<file path="src/rtl/decode_stage.sv">
// decode_stage
//   Decode stage that sits directly after fetch. A 68-bit instruction word arrives over a
//   valid/ready handshake. It is split into opcode, addressing mode, register select and
//   operand. The decoded result reaches the execute stage through an OUT register backed
//   by one SKID register. An illegal encoding is consumed and dropped, and intake then
//   halts until halt_clear is pulsed.
// Ports
//   clk, rst                 clock; asynchronous active-high reset
//   fetch_inst/valid/ready   upstream handshake (fetch_ready depends on state only)
//   dec_valid/ready          downstream handshake
//   dec_opcode/addr_mode/reg_sel/operand/is_alu/is_mem   decoded fields, held while stalled
//   halt_clear               pulse that leaves HALT
//   illegal                  one-cycle pulse when an illegal word is consumed
//   halted                   FSM is in HALT
//   dec_count                output handshakes, wraps modulo 2^CNT_W
module decode_stage #(
   parameter int unsigned INST_W   = 68,
   parameter int unsigned DATA_W   = 32,
   parameter int unsigned CNT_W    = 16,
   parameter logic [31:0] REG_B_ID = 32'hB,
   parameter logic [31:0] REG_C_ID = 32'hC
) (
   input  logic              clk,
   input  logic              rst,
   input  logic [INST_W-1:0] fetch_inst,
   input  logic              fetch_valid,
   output logic              fetch_ready,
   output logic              dec_valid,
   input  logic              dec_ready,
   output logic [2:0]        dec_opcode,
   output logic              dec_addr_mode,
   output logic [1:0]        dec_reg_sel,
   output logic [DATA_W-1:0] dec_operand,
   output logic              dec_is_alu,
   output logic              dec_is_mem,
   input  logic              halt_clear,
   output logic              illegal,
   output logic              halted,
   output logic [CNT_W-1:0]  dec_count
);

   localparam int unsigned REG_W = INST_W - 4 - DATA_W;

   typedef enum logic {ST_RUN = 1'b0, ST_HALT = 1'b1} state_t;

   typedef struct packed {
      logic [2:0]        opcode;
      logic              addr_mode;
      logic [1:0]        reg_sel;
      logic [DATA_W-1:0] operand;
      logic              is_alu;
      logic              is_mem;
   } entry_t;

   // The register field must name a known register, opcode 111 is unused,
   // and MOV always needs an explicit register.
   function automatic logic word_legal(input logic [2:0] op, input logic [REG_W-1:0] rf);
      logic reg_ok;
      reg_ok = (rf == {REG_W{1'b0}}) || (rf == REG_W'(REG_B_ID)) || (rf == REG_W'(REG_C_ID));
      return (op != 3'b111) && reg_ok && !((op == 3'b110) && (rf == {REG_W{1'b0}}));
   endfunction

   function automatic logic [1:0] reg_sel_of(input logic [REG_W-1:0] rf);
      logic [1:0] sel;
      if (rf == REG_W'(REG_B_ID)) begin
         sel = 2'b01;
      end else if (rf == REG_W'(REG_C_ID)) begin
         sel = 2'b10;
      end else begin
         sel = 2'b00;
      end
      return sel;
   endfunction

   state_t           state_q, state_d;
   entry_t           out_q, out_d, skid_q, skid_d;
   logic             out_valid_q, out_valid_d;
   logic             skid_valid_q, skid_valid_d;
   logic [CNT_W-1:0] cnt_q, cnt_d;
   logic             illegal_q, illegal_d;
   logic             fetch_ready_q, fetch_ready_d;

   logic [2:0]       inst_op_s;
   logic [REG_W-1:0] inst_reg_s;
   entry_t           new_entry_s;
   logic             accept_s, legal_s, acc_legal_s, acc_illegal_s;
   logic             out_fire_s, out_free_s;

   assign inst_op_s  = fetch_inst[INST_W-1 -: 3];
   assign inst_reg_s = fetch_inst[DATA_W +: REG_W];

   // Combinational decode of the word currently offered by fetch.
   always_comb begin
      new_entry_s           = '0;
      new_entry_s.opcode    = inst_op_s;
      new_entry_s.addr_mode = fetch_inst[INST_W-4];
      new_entry_s.reg_sel   = reg_sel_of(inst_reg_s);
      new_entry_s.operand   = fetch_inst[DATA_W-1:0];
      new_entry_s.is_alu    = ~inst_op_s[2];
      new_entry_s.is_mem    = (inst_op_s == 3'b100) || (inst_op_s == 3'b101);
   end

   assign legal_s       = word_legal(inst_op_s, inst_reg_s);
   assign accept_s      = fetch_valid & fetch_ready_q;
   assign acc_legal_s   = accept_s & legal_s;
   assign acc_illegal_s = accept_s & ~legal_s;
   assign out_fire_s    = out_valid_q & dec_ready;
   assign out_free_s    = ~out_valid_q | dec_ready;

   // Next-state logic of the RUN/HALT controller.
   always_comb begin
      state_d = state_q;
      case (state_q)
         ST_RUN: begin
            if (acc_illegal_s) begin
               state_d = ST_HALT;
            end else begin
               state_d = ST_RUN;
            end
         end
         ST_HALT: begin
            if (halt_clear) begin
               state_d = ST_RUN;
            end else begin
               state_d = ST_HALT;
            end
         end
         default: state_d = ST_RUN;
      endcase
   end

   // OUT/SKID steering: OUT refills from SKID first so ordering is kept.
   always_comb begin
      out_d        = out_q;
      out_valid_d  = out_valid_q;
      skid_d       = skid_q;
      skid_valid_d = skid_valid_q;
      if (out_free_s) begin
         if (skid_valid_q) begin
            out_d       = skid_q;
            out_valid_d = 1'b1;
            if (acc_legal_s) begin
               skid_d       = new_entry_s;
               skid_valid_d = 1'b1;
            end else begin
               skid_valid_d = 1'b0;
            end
         end else if (acc_legal_s) begin
            out_d       = new_entry_s;
            out_valid_d = 1'b1;
         end else begin
            out_valid_d = 1'b0;
         end
      end else begin
         if (acc_legal_s) begin
            skid_d       = new_entry_s;
            skid_valid_d = 1'b1;
         end else begin
            skid_valid_d = skid_valid_q;
         end
      end
   end

   // Counter, illegal pulse and ready. Ready is computed from next state so it is a
   // pure flop output with no path from dec_ready.
   always_comb begin
      if (out_fire_s) begin
         cnt_d = cnt_q + {{(CNT_W-1){1'b0}}, 1'b1};
      end else begin
         cnt_d = cnt_q;
      end
      illegal_d     = acc_illegal_s;
      fetch_ready_d = (state_d == ST_RUN) & ~skid_valid_d;
   end

   // Controller state register.
   always_ff @(posedge clk or posedge rst) begin
      if (rst) begin
         state_q <= ST_RUN;
      end else begin
         state_q <= state_d;
      end
   end

   // Datapath registers; reset discards any buffered words.
   always_ff @(posedge clk or posedge rst) begin
      if (rst) begin
         out_q         <= '0;
         out_valid_q   <= 1'b0;
         skid_q        <= '0;
         skid_valid_q  <= 1'b0;
         cnt_q         <= {CNT_W{1'b0}};
         illegal_q     <= 1'b0;
         fetch_ready_q <= 1'b0;
      end else begin
         out_q         <= out_d;
         out_valid_q   <= out_valid_d;
         skid_q        <= skid_d;
         skid_valid_q  <= skid_valid_d;
         cnt_q         <= cnt_d;
         illegal_q     <= illegal_d;
         fetch_ready_q <= fetch_ready_d;
      end
   end

   assign fetch_ready   = fetch_ready_q;
   assign dec_valid     = out_valid_q;
   assign dec_opcode    = out_q.opcode;
   assign dec_addr_mode = out_q.addr_mode;
   assign dec_reg_sel   = out_q.reg_sel;
   assign dec_operand   = out_q.operand;
   assign dec_is_alu    = out_q.is_alu;
   assign dec_is_mem    = out_q.is_mem;
   assign illegal       = illegal_q;
   assign halted        = (state_q == ST_HALT);
   assign dec_count     = cnt_q;

endmodule

</file>
<file path="config.mk">
export PLATFORM = sky130hd
export DESIGN_NAME = decode_stage
export DESIGN_NICKNAME = d
export VERILOG_FILES = /design/src/rtl/decode_stage.sv
export SDC_FILE = /design/constraint.sdc
export NUM_CORES = 1
export LEC_CHECK = 0
export ABC_AREA = 1
export CAP_MARGIN = 20
export CORE_ASPECT_RATIO = 0.8
export CORE_MARGIN = 2
export CORE_UTILIZATION = 51
export CTS_CLUSTER_SIZE = 10
export DETAILED_ROUTE_END_ITERATION = 8
export PLACE_DENSITY = 0.84
export SLEW_MARGIN = 20
export SYNTH_ARGS = -nofsm -noshare
export SYNTH_HDL_FRONTEND = slang
export SYNTH_SLANG_ARGS = --single-unit
</file>
<file path="constraint.sdc">
create_clock -name clk -period 6.65 [get_ports clk]
set_input_delay 1.33 -clock clk [delete_from_list [all_inputs] [get_ports clk]]
set_output_delay 1.33 -clock clk [all_outputs]
set_load 0.02 [all_outputs]
</file>
# Yosys cells after proc, flatten, opt, wreduce, memory -nomap -nowiden
# Index checks and enable logic that the tools add are counted.
# Widths: inputs -> output; s select.
# op_classes
n_bitwise	12
muxes	15
n_reduce_logical	10
n_eq_ne	7
addsub	1
# ops
op	count
$mux 40	5
$eq 32x4->1 const B	2
$logic_not 32->1	1
$add 16x1->16 const B	1
$eq 3x3->1 const B	3
$mux 1	7
$not 1->1	6
$and 1x1->1	5
$mux 2	2
$logic_and 1x1->1	3
$logic_or 1x1->1	3
$ne 3x3->1 const B	1
$ne 2x2->1 const B	1
$pmux 1 s2	1
$reduce_and 2->1	1
$reduce_bool 2->1	1
$logic_not 1->1	1
$or 1x1->1	1
# totals
regBits	101
word_cells	63
inputBits	73

# Depth between registers and ports, before layout
# Gate-level depths: netlist of run 1.
# depth
word_depth	11
depth_mapped	14
mapped_depth_nobuf	13

# Least setup slack after synthesis of run 1
# Ideal clock, no wire load.
# synth_timing
path_kind	input to register
from	input port fetch_inst[48]
to	register skid_q[0] in the netlist's numbering
path_slack_ns	4.149
setup_ns	0.119
path_stages	13
arrival_time_ns	2.383
required_time_ns	6.531
path_cell_list	inv_1 nand2_1 nor2_1 nand2_1 nor2_2 nand2_1 nand3_2 nand2_2 nor2_4 nand2_4 buf_6 nand2_1 nand2_1
# synth_via
elab_chain_cells	9
word_cells_on_any_way	13
cone_classes	eq/ne (2); mux (3); bitwise (1); reduce/logical (7)
# synth_rtl
element	line_no	text
start, declared	25	input logic [INST_W-1:0] fetch_inst,
$eq 32x4->1 or $logic_not 32->1 (tied branches)	59, 60	
$logic_or 1x1->1 (2 in series)	59	reg_ok = (rf == {REG_W{1'b0}}) || (rf == REG_W'(REG_B_ID)) || (rf == REG_W'(REG_C_ID));
$logic_and 1x1->1	60	return (op != 3'b111) && reg_ok && !((op == 3'b110) && (rf == {REG_W{1'b0}}));
$logic_and 1x1->1 (*)	60	
$and 1x1->1 (*)	105	assign acc_legal_s = accept_s & legal_s;
$mux 40 (*)	-	
$mux 40	-	
$mux 40 (*)	-	
end signal, assigned	198	skid_q <= skid_d;
end, declared	76	entry_t out_q, out_d, skid_q, skid_d;
# Every way passes the cells marked *; elsewhere a longest branch is shown, timed or not. The select of a mux whose other input is x is not followed.
# A chain may end at the register's enable or synchronous reset.

# Worst setup path after layout of run 1
# layout_timing
from	input port fetch_inst[49]
to	register out_q, in the netlist dec_operand[26]
# layout_via
elab_chain_cells	8
word_cells_on_any_way	12
cone_classes	eq/ne (2); bitwise (1); reduce/logical (9)
# layout_rtl
element	line_no	text
$eq 32x4->1 or $logic_not 32->1 (tied branches)	59, 60	
$logic_or 1x1->1 (2 in series)	59	
$logic_and 1x1->1	60	
$logic_and 1x1->1 (*)	60	
$and 1x1->1 (*)	105	
$reduce_bool 2->1 (no line) (*)	-	
$reduce_and 2->1 (no line) (*)	-	
end signal, assigned	196	out_q <= out_d;
end, declared	76	
# Every way passes the cells marked *; elsewhere a longest branch is shown, timed or not.

==> results, run 1 <==
- The flow ran to the end, and the final reports show no timing, DRC or antenna violations.
- The floorplan step defined a core boundary enclosing 9193 um2.
- In this run the post-CTS setup repair buffer count came out at 0.
- The count of max-cap constraint violations is 0.
- STA classifies the critical path endpoint as a flip-flop.
- The floorplan has 31 rows.
- Dividing the synthesized area by the synthesized cell count gives 7.717 um2.
- The standby leakage power is 0.003417 uW.
- The post-route clock period utilization is 0.5843.
- The detail route stage leaves a number of antenna-violating nets equal to 0.
- Setup repair after global routing left no endpoint under its margin.
- After filler insertion, the fill cell instance count of the layout stands at 723.
- The number of endpoints failing setup at the final stage is 0.
- In the final layout, the share of cells above drive strength 1 is 0.04648.
- The number of hold-slack violations in the final timing report was 0.
- The first-iteration detailed-routing DRC count is 316.
- The cell area that synthesis handed to floorplanning was 4885 um2.
- The hold buffer count at CTS is 0.
- The path class of the tightest hold or removal check is reg2reg.
- In this run, synthesis inferred 0 flip-flops with an integrated enable.
- The total global-route track usage is 0.2428.
- The post-placement cell area is 6176 um2.
- The transition at the pin with the smallest max-transition slack is 0.9726 ns.
- After routing the design area is 6526 um2.
- The area growth from synthesis to layout is 33.61%.
- The post-layout net count is 822.
- Clock-pin slew was measured on the worst setup and hold paths at 0.07 ns.
- Dividing the detail-routed via count by the number of cells gives 5.091.
- The highest attainable clock frequency is 257.3 MHz.
- The initial antenna violation count came to 0.
- The number of global-route vias before repair is 4,425.
- The remaining global-route overflow is 0.
- The die footprint is 10,380 um2.
- The share of flip-flops with an asynchronous set or reset is 1.000.
- TritonCTS built the clock tree.
- Data on the critical path arrives at its endpoint at 4.11 ns.
- The sequential element share of the synthesized area is 0.5174.
- The unique cell type count in the Yosys netlist is 27.
- The detailed router placed 4,419 vias in this run.
- The largest net degree at the start of global routing is 77.
- The setup path with the least slack is of type in2reg.
- In the post-synthesis netlist, the biggest area contributors are sky130_fd_sc_hd__dfrtp_1 (52%), sky130_fd_sc_hd__nand2_1 (24%), sky130_fd_sc_hd__nand3_1 (8.6%).
- In the post-route analysis, the smallest setup slack over all paths is 2.764 ns.
- The net count after synthesis is 707.
- The startpoint class of the critical path is a primary input.
- For the worst-skew pair, the clock arrives at the later sink with an insertion delay of 0.34 ns.
- Counting every instance in the synthesized netlist gives 633.
- The number of I/O port buffers is 132.
- The power per cell area is 212.6 nW/um2.
- Of all nets on the critical path, the largest fanout is 41.
- Measured along the x axis, the die boundary spans 113.4 um.
- The tree is rooted in a sky130_fd_sc_hd__clkbuf_16.
- The number of clock buffers inserted by TritonCTS is 9.
- The H-tree generated during clock tree synthesis spans 3 levels.
- The post-DP HPWL is 8.324 mm.
- For this run, design rule violations remaining after detail routing come to 0.
- The number of antenna diodes in the final layout is 0.
- The initial utilization of the core area, before any placement, comes to 0.5314.
- The most frequent cell after synthesis is sky130_fd_sc_hd__nand2_1.
- The maximum ir drop on the vdd rail is 0.0001213 V.
- Measured along the y axis, the die boundary spans 91.54 um.
- The portion of synthesized cell area occupied by the leading cell type is 0.5174.
- The critical path goes through clkdlybuf4s50_1 -> inv_1 -> nand2_1 -> nor2_1 -> nand2_1 -> nor2_2 -> nand2_1 -> nand3_2 -> nand3_1 -> nand2_2 -> nand2_2 -> nand2_1 -> nand2_1.
- The slowest cell on the critical path is sky130_fd_sc_hd__nand2_2.
- The total iterations of the first detailed-routing run is 5.
- The post-detailed-routing wire length is 12.13 mm.
- In this run the tightest slew margin relative to its limit is 0.3501.
- For this run, the leading register cell type out of synthesis is sky130_fd_sc_hd__dfrtp_1.
- The final worst clock skew is 0.005932 ns.
- The global placer's final weighted congestion is 0.7569.
- Hold is met by 0.4730 ns.
- The worst path in the final design needs a cycle of 3.886 ns, including I/O delays and setup.
- After clock tree synthesis, the repair step resized 0 gates.
- Counting stages on the worst path, the most repeated cell is sky130_fd_sc_hd__nand2_1.
- CTS saw 101 sinks.
- The required time at the endpoint of the critical path is 6.88 ns.
- For this design the top-level I/O count stands at 133.
- In the final timing run, aggregate negative setup slack is 0 ns.
- During synthesis, Yosys emitted a total of 0 warnings.
- The number of buffers between clock root and the deepest sink is 2.
- The library cell occupying the most area in the post-synthesis netlist is sky130_fd_sc_hd__dfrtp_1.
- Counting flops and latches in the post-synthesis netlist gives 101.
- The number of max-slew violations in the final report was 0.
- The mean routed wirelength per cell is 13.97 um.
- The commonest cells after synthesis are sky130_fd_sc_hd__nand2_1 (308), sky130_fd_sc_hd__dfrtp_1 (101), sky130_fd_sc_hd__nand3_1 (84), sky130_fd_sc_hd__inv_1 (43), sky130_fd_sc_hd__nor2_1 (20).
- In this design, the stage delay of the slowest critical-path cell is 0.69 ns.
- The worst-case setup slack after placement is 2.411 ns.
- The global-route wire length before repair is 20.42 mm.
==> stage by stage <==
step	utilization	total power, uW	std cells
after floorplan	-	727.1	633
after global placement	0.6718	827.1	851
after detailed placement	0.6718	831.9	851
after CTS	0.7070	1394	867
after global routing	0.7100	1429	868
final	0.7100	1388	868
==> worst max-delay path, delay by kind of cell <==
kind | cells | cell delay [ns]
AND/OR/NAND/NOR | 11 | 2.29
buffers and inverters | 2 | 0.47
==> power by group <==
group	switching, uW	internal [uW]
registers	13.4	634
clock network	237	332
logic	82.7	88.0
==> flip-flops by register name, indices dropped and copies added (netlist names), 2 cells and up <==
name,cells
dec_count,16
dec_opcode,3
dec_operand,32
dec_reg_sel,2
skid_q,40
==> layout by cell type (no fill, tap or decap), types with 2 or more instances in the layout <==
cell / Yosys / final
sky130_fd_sc_hd__buf_4: 4 / 3
sky130_fd_sc_hd__bufinv_16: 0 / 2
sky130_fd_sc_hd__clkbuf_16: 0 / 9
sky130_fd_sc_hd__clkdlybuf4s50_1: 0 / 132
sky130_fd_sc_hd__clkinv_1: 2 / 2
sky130_fd_sc_hd__clkinvlp_4: 0 / 2
sky130_fd_sc_hd__dfrtp_1: 101 / 100
sky130_fd_sc_hd__inv_1: 43 / 42
sky130_fd_sc_hd__inv_6: 0 / 2
sky130_fd_sc_hd__nand2_1: 308 / 308
sky130_fd_sc_hd__nand2_2: 3 / 3
sky130_fd_sc_hd__nand3_1: 84 / 84
sky130_fd_sc_hd__nand3b_1: 2 / 2
sky130_fd_sc_hd__nand4_1: 3 / 3
sky130_fd_sc_hd__nor2_1: 20 / 20
sky130_fd_sc_hd__nor2_2: 3 / 3
sky130_fd_sc_hd__nor3_2: 2 / 2
sky130_fd_sc_hd__o21ai_0: 7 / 7
sky130_fd_sc_hd__xnor2_1: 9 / 9
sky130_fd_sc_hd__xor2_1: 5 / 5
==> final cells by class <==
type / count / area, um2 / share of cell area
Tap cell: 115 / 143.9 / 0.02205
Clock inverter: 7 / 97.59 / 0.01495
Sequential cell: 101 / 2529 / 0.3875
Multi-Input combinational cell: 455 / 1988 / 0.3046
Inverter: 45 / 171.4 / 0.02627
Timing Repair Buffer: 136 / 1371 / 0.2101
Clock buffer: 9 / 225.2 / 0.03451
==> final timing paths <==
path / startpoint / to / slack [ns] / cells after the start
worst max-delay path: fetch_inst[49] / dec_operand[26] / 2.76 / 13
worst min-delay path: skid_q[32] / skid_q[32] / 0.47 / 2
worst max register to register: skid_valid_q / dec_operand[26] / 2.89 / 6
worst min register to register: skid_q[32] / skid_q[32] / 0.47 / 2
max in group asynchronous: rst / skid_valid_q / 4.04 / 3
min in group asynchronous: rst / dec_count[10] / 1.31 / 2
==> kinds of logic (layout without fill, tap and decap cells) <==
family,Yosys count,after routing,share of synthesized area
compound gates,9,9,0.009732
xor+xnor,14,14,0.02510
fa+ha+maj,1,1,0.002561
buf+inv,77,197,0.07556
flops,101,101,0.5174
mux,1,1,0.002305
simple gates,430,430,0.3673
==> per-layer routing <==
layer  up-vias  share of wire  routed length, um  track usage
li1       2185              -                  -            -
met1      2066           0.42               5113       0.3156
met2       156           0.50               6078       0.4212
met3        12          0.067                812      0.03872
met4         0          0.010                125      0.06911
met5         -              0                  0            0
Note: power is estimated with default switching activity, not from simulation.
==> run 2, diff against run 1 <==
--- a/config.mk
+++ b/config.mk
@@ -9,10 +9,10 @@
 export CAP_MARGIN = 20
 export CORE_ASPECT_RATIO = 0.8
 export CORE_MARGIN = 2
-export CORE_UTILIZATION = 51
+export CORE_UTILIZATION = 44
 export CTS_CLUSTER_SIZE = 10
 export DETAILED_ROUTE_END_ITERATION = 8
-export PLACE_DENSITY = 0.84
+export PLACE_DENSITY = 0.77
 export SLEW_MARGIN = 20
 export SYNTH_ARGS = -nofsm -noshare
 export SYNTH_HDL_FRONTEND = slang
==> constraint.sdc (replaced) <==
create_clock -name clk -period 3.25 [get_ports clk]
set_input_delay 0.65 -clock clk [delete_from_list [all_inputs] [get_ports clk]]
set_output_delay 0.65 -clock clk [all_outputs]
set_load 0.02 [all_outputs]
==> results, run 2 (synthesis results as in run 1) <==
- The count of clock tree sinks came to 101 (unchanged).
- The worst register-to-register path ends at fetch_ready.
- The remaining global-route overflow is 0 (unchanged).
- The final worst clock skew is 0.007350 ns (+0.001418 ns).
- The mean routed wirelength per cell is 13.57 um (-2.9%).
- The deepest level of the CTS H-tree was 3 (unchanged).
- The global placer's final weighted congestion is 0.8140 (+7.5%).
- The post-CTS repair timing setup buffer count is 0 (unchanged).
- The aggregate negative setup slack came to 0 ns (unchanged).
- The total vias in the final route is 4,484 (+1.5%).
- The total core area is 10,850 um2 (+18%).
- The total inserted antenna cells was 0 (unchanged).
- The required time at the endpoint of the critical path came to 3.53 ns (-3.35 ns).
- The register with the highest flop count is skid_q.
- The number of I/O port buffers was 132 (unchanged).
- The number of non-filler instances in the completed layout is 904 (+4.1%).
- The maximum ir drop on the vdd rail came to 0.0002894 V (+140%).
- The number of clock buffers inserted by TritonCTS is 9 (unchanged).
- The die footprint is 11,970 um2 (+15%).
- The TritonCTS clock tree is done.
- The number of global-route vias before repair was 4,351 (-1.7%).
- The worst max-slew margin expressed relative to the limit is 0.6453 (+0.2952).
- The share of final-layout standard cells stronger than drive strength 1 was 0.05526 (+0.008782).
- The post-detailed-routing wire length is 12.27 mm (+1.2%).
- The number of buffers between clock root and the deepest sink is 2 (unchanged).
- The power per cell area is 430.3 nW/um2 (+100%).
- The tightest min-delay check is of the reg2reg type.
- The standard-cell row count came to 34 (+9.7%).
- The clock latency on the worst-skew pair is 0.34 ns (about the same).
- The ratio of routed vias to standard cells is 4.960 (-2.6%).
- The residual antenna-violating net count after detailed routing is 0 (unchanged).
- The number of hold-slack violations in the final timing report is 0 (unchanged).
- The worst path in the final design needs a cycle of 2.315 ns, including I/O delays and setup.
- The number of gates given a new drive strength after cts is 0 (unchanged).
- The start point of the worst min-delay path is skid_q[34].
- The post-layout net count was 829 (+0.85%).
- Leaving out fill and tap cells, the most frequent cell in the layout is sky130_fd_sc_hd__nand2_1.
- The clock transition at the register clock pins on the worst setup and hold paths after CTS came to 0.07 ns (about the same).
- The worst setup path is captured at a flip-flop.
- The number of flip-flops under the largest register name is 40 (unchanged).
- The total iterations of the first detailed-routing run is 5 (unchanged).
- The startpoint class of the critical path is a primary input.
- The initial standard-cell utilization of the core was 0.4503 (-0.08109).
- The run finished with clean final reports.
- The count of max-cap constraint violations was 0 (unchanged).
- The cell depth of the worst min-delay path is 2 (unchanged).
- The first-iteration detailed-routing DRC count is 319 (+0.95%).
- The cell count of the worst reg-to-reg path came to 6 (unchanged).
- The hold buffer count at CTS is 0 (unchanged).
- The number of endpoints failing setup at the final stage is 0 (unchanged).
- The beginning of the worst register-to-register path is skid_valid_q.
- The number of max-slew violations in the final report is 0 (unchanged).
- The overall die height is 98.24 um (+7.3%).
- The global-route wire length before repair is 20.84 mm (+2.0%).
- The transition at the pin with the smallest max-transition slack is 0.5321 ns (-0.4405 ns).
- The remaining design rule violation count is 0 (unchanged).
- Clock tree synthesis selected as its root buffer the cell sky130_fd_sc_hd__clkbuf_16.
- Based on the critical path, the design can be clocked at up to 432.1 MHz.
- The largest net degree at the start of global routing is 102 (+32%).
- The critical path start-end classification is in2reg.
- The arrival time of data at the critical path endpoint is 2.59 ns (-1.52 ns).
- The initial antenna violation count is 0 (unchanged).
- Setup repair after global routing left no endpoint under its margin.
- For hold timing, the worst endpoint is skid_q[34].
- The number of instances in the placed design is 888 (+4.3%).
- The worst hold-check slack came to 0.4746 ns (+0.001521 ns).
- In the finished design, the share of the clock period the worst path needs comes to 0.7122.
- The post-synthesis to final-layout area growth is 35.81%.
- The post-DP HPWL is 8.449 mm (+1.5%).
- Leaving out fill and tap cells, the most frequent cells in the layout are sky130_fd_sc_hd__nand2_1 (308), sky130_fd_sc_hd__clkdlybuf4s50_1 (132), sky130_fd_sc_hd__dfrtp_1 (100).
- The reg-to-reg setup timing slack was 1.29 ns (-1.60 ns).
- The die extent in x is 121.8 um (+7.4%).
- The total global-route track usage is 0.2179 (-0.02487).
- The number of top-level pins came to 133 (unchanged).
- The standby leakage power came to 0.003451 uW (+1.0%).
- The peak fanout along the critical path came to 40 (-2.4%).
==> run 2: cell types whose count changed in the layout (fill, tap and decap cells not counted), sizes merged <==
| cell | previous run | this run |
|---|---|---|
| buf | 4 | 11 |
| clkbuf | 9 | 11 |
| clkinv | 3 | 2 |
| clkinvlp | 2 | 4 |
| inv | 45 | 42 |
==> run 2: per-stage QoR <==
stage          setup slack [ns]  instance area [um2]  power (uW)    util
6_report                 0.9355                 6634        2854  0.6115
5_1_grt                  0.7301                 6634        2975  0.6115
4_1_cts                  0.9617                 6634        2885  0.6115
3_5_place_dp             0.6009                 6299        1703  0.5806
3_3_place_gp             0.6684                 6299        1695  0.5806
2_1_floorplan             1.396                 4888        1488       -
==> run 2: cell type report <==
cell class	count	area, um2
Multi-Input combinational cell	455	1988
Tap cell	144	180.2
Fill cell	922	4214
Sequential cell	101	2529
Clock inverter	5	82.58
Inverter	45	172.7
Timing Repair Buffer	143	1429
Clock buffer	11	252.7
==> run 2: routing by layer <==
layer  track usage  up-vias  wire length, um
li1              -     2188                -
met1        0.3006     2141             5602
met2        0.3446      142             5786
met3       0.05374       13              754
met4       0.05836        0              126
met5             0        -                0
==> run 2: worst max-delay path, stage by stage <==
cell                              delay (ns)
sky130_fd_sc_hd__clkdlybuf4s50_1        0.39
sky130_fd_sc_hd__inv_1                  0.07
sky130_fd_sc_hd__nand2_1                0.06
sky130_fd_sc_hd__nor2_2                 0.14
sky130_fd_sc_hd__nand2_1                0.06
sky130_fd_sc_hd__nor2_1                 0.12
sky130_fd_sc_hd__nand2_1                0.10
sky130_fd_sc_hd__nand3_2                0.11
sky130_fd_sc_hd__nand3_1                0.11
sky130_fd_sc_hd__nand2_2                0.09
sky130_fd_sc_hd__buf_4                  0.41
sky130_fd_sc_hd__nand3_1                0.16
sky130_fd_sc_hd__nand2_1                0.11
==> run 2: worst max path at each step <==
stage                         startpoint               to  slack, ns  depth (start not counted)
after global placement    fetch_inst[35]    dec_opcode[2]       0.67                         12
after global routing      fetch_inst[37]  dec_operand[31]       0.73                         13
after floorplan                      rst    dec_addr_mode       1.40                          1
after detailed placement  fetch_inst[54]    dec_addr_mode       0.60                         13
final                     fetch_inst[37]   dec_operand[8]       0.94                         13
after CTS                 fetch_inst[54]    dec_addr_mode       0.96                         13
==> run 2: power breakdown <==
group          total, uW  internal, uW  switching (uW)  leakage (uW)
clock network       1180           717             462      0.000154
registers           1330          1300            26.7       0.00130
logic                351           182             168       0.00199
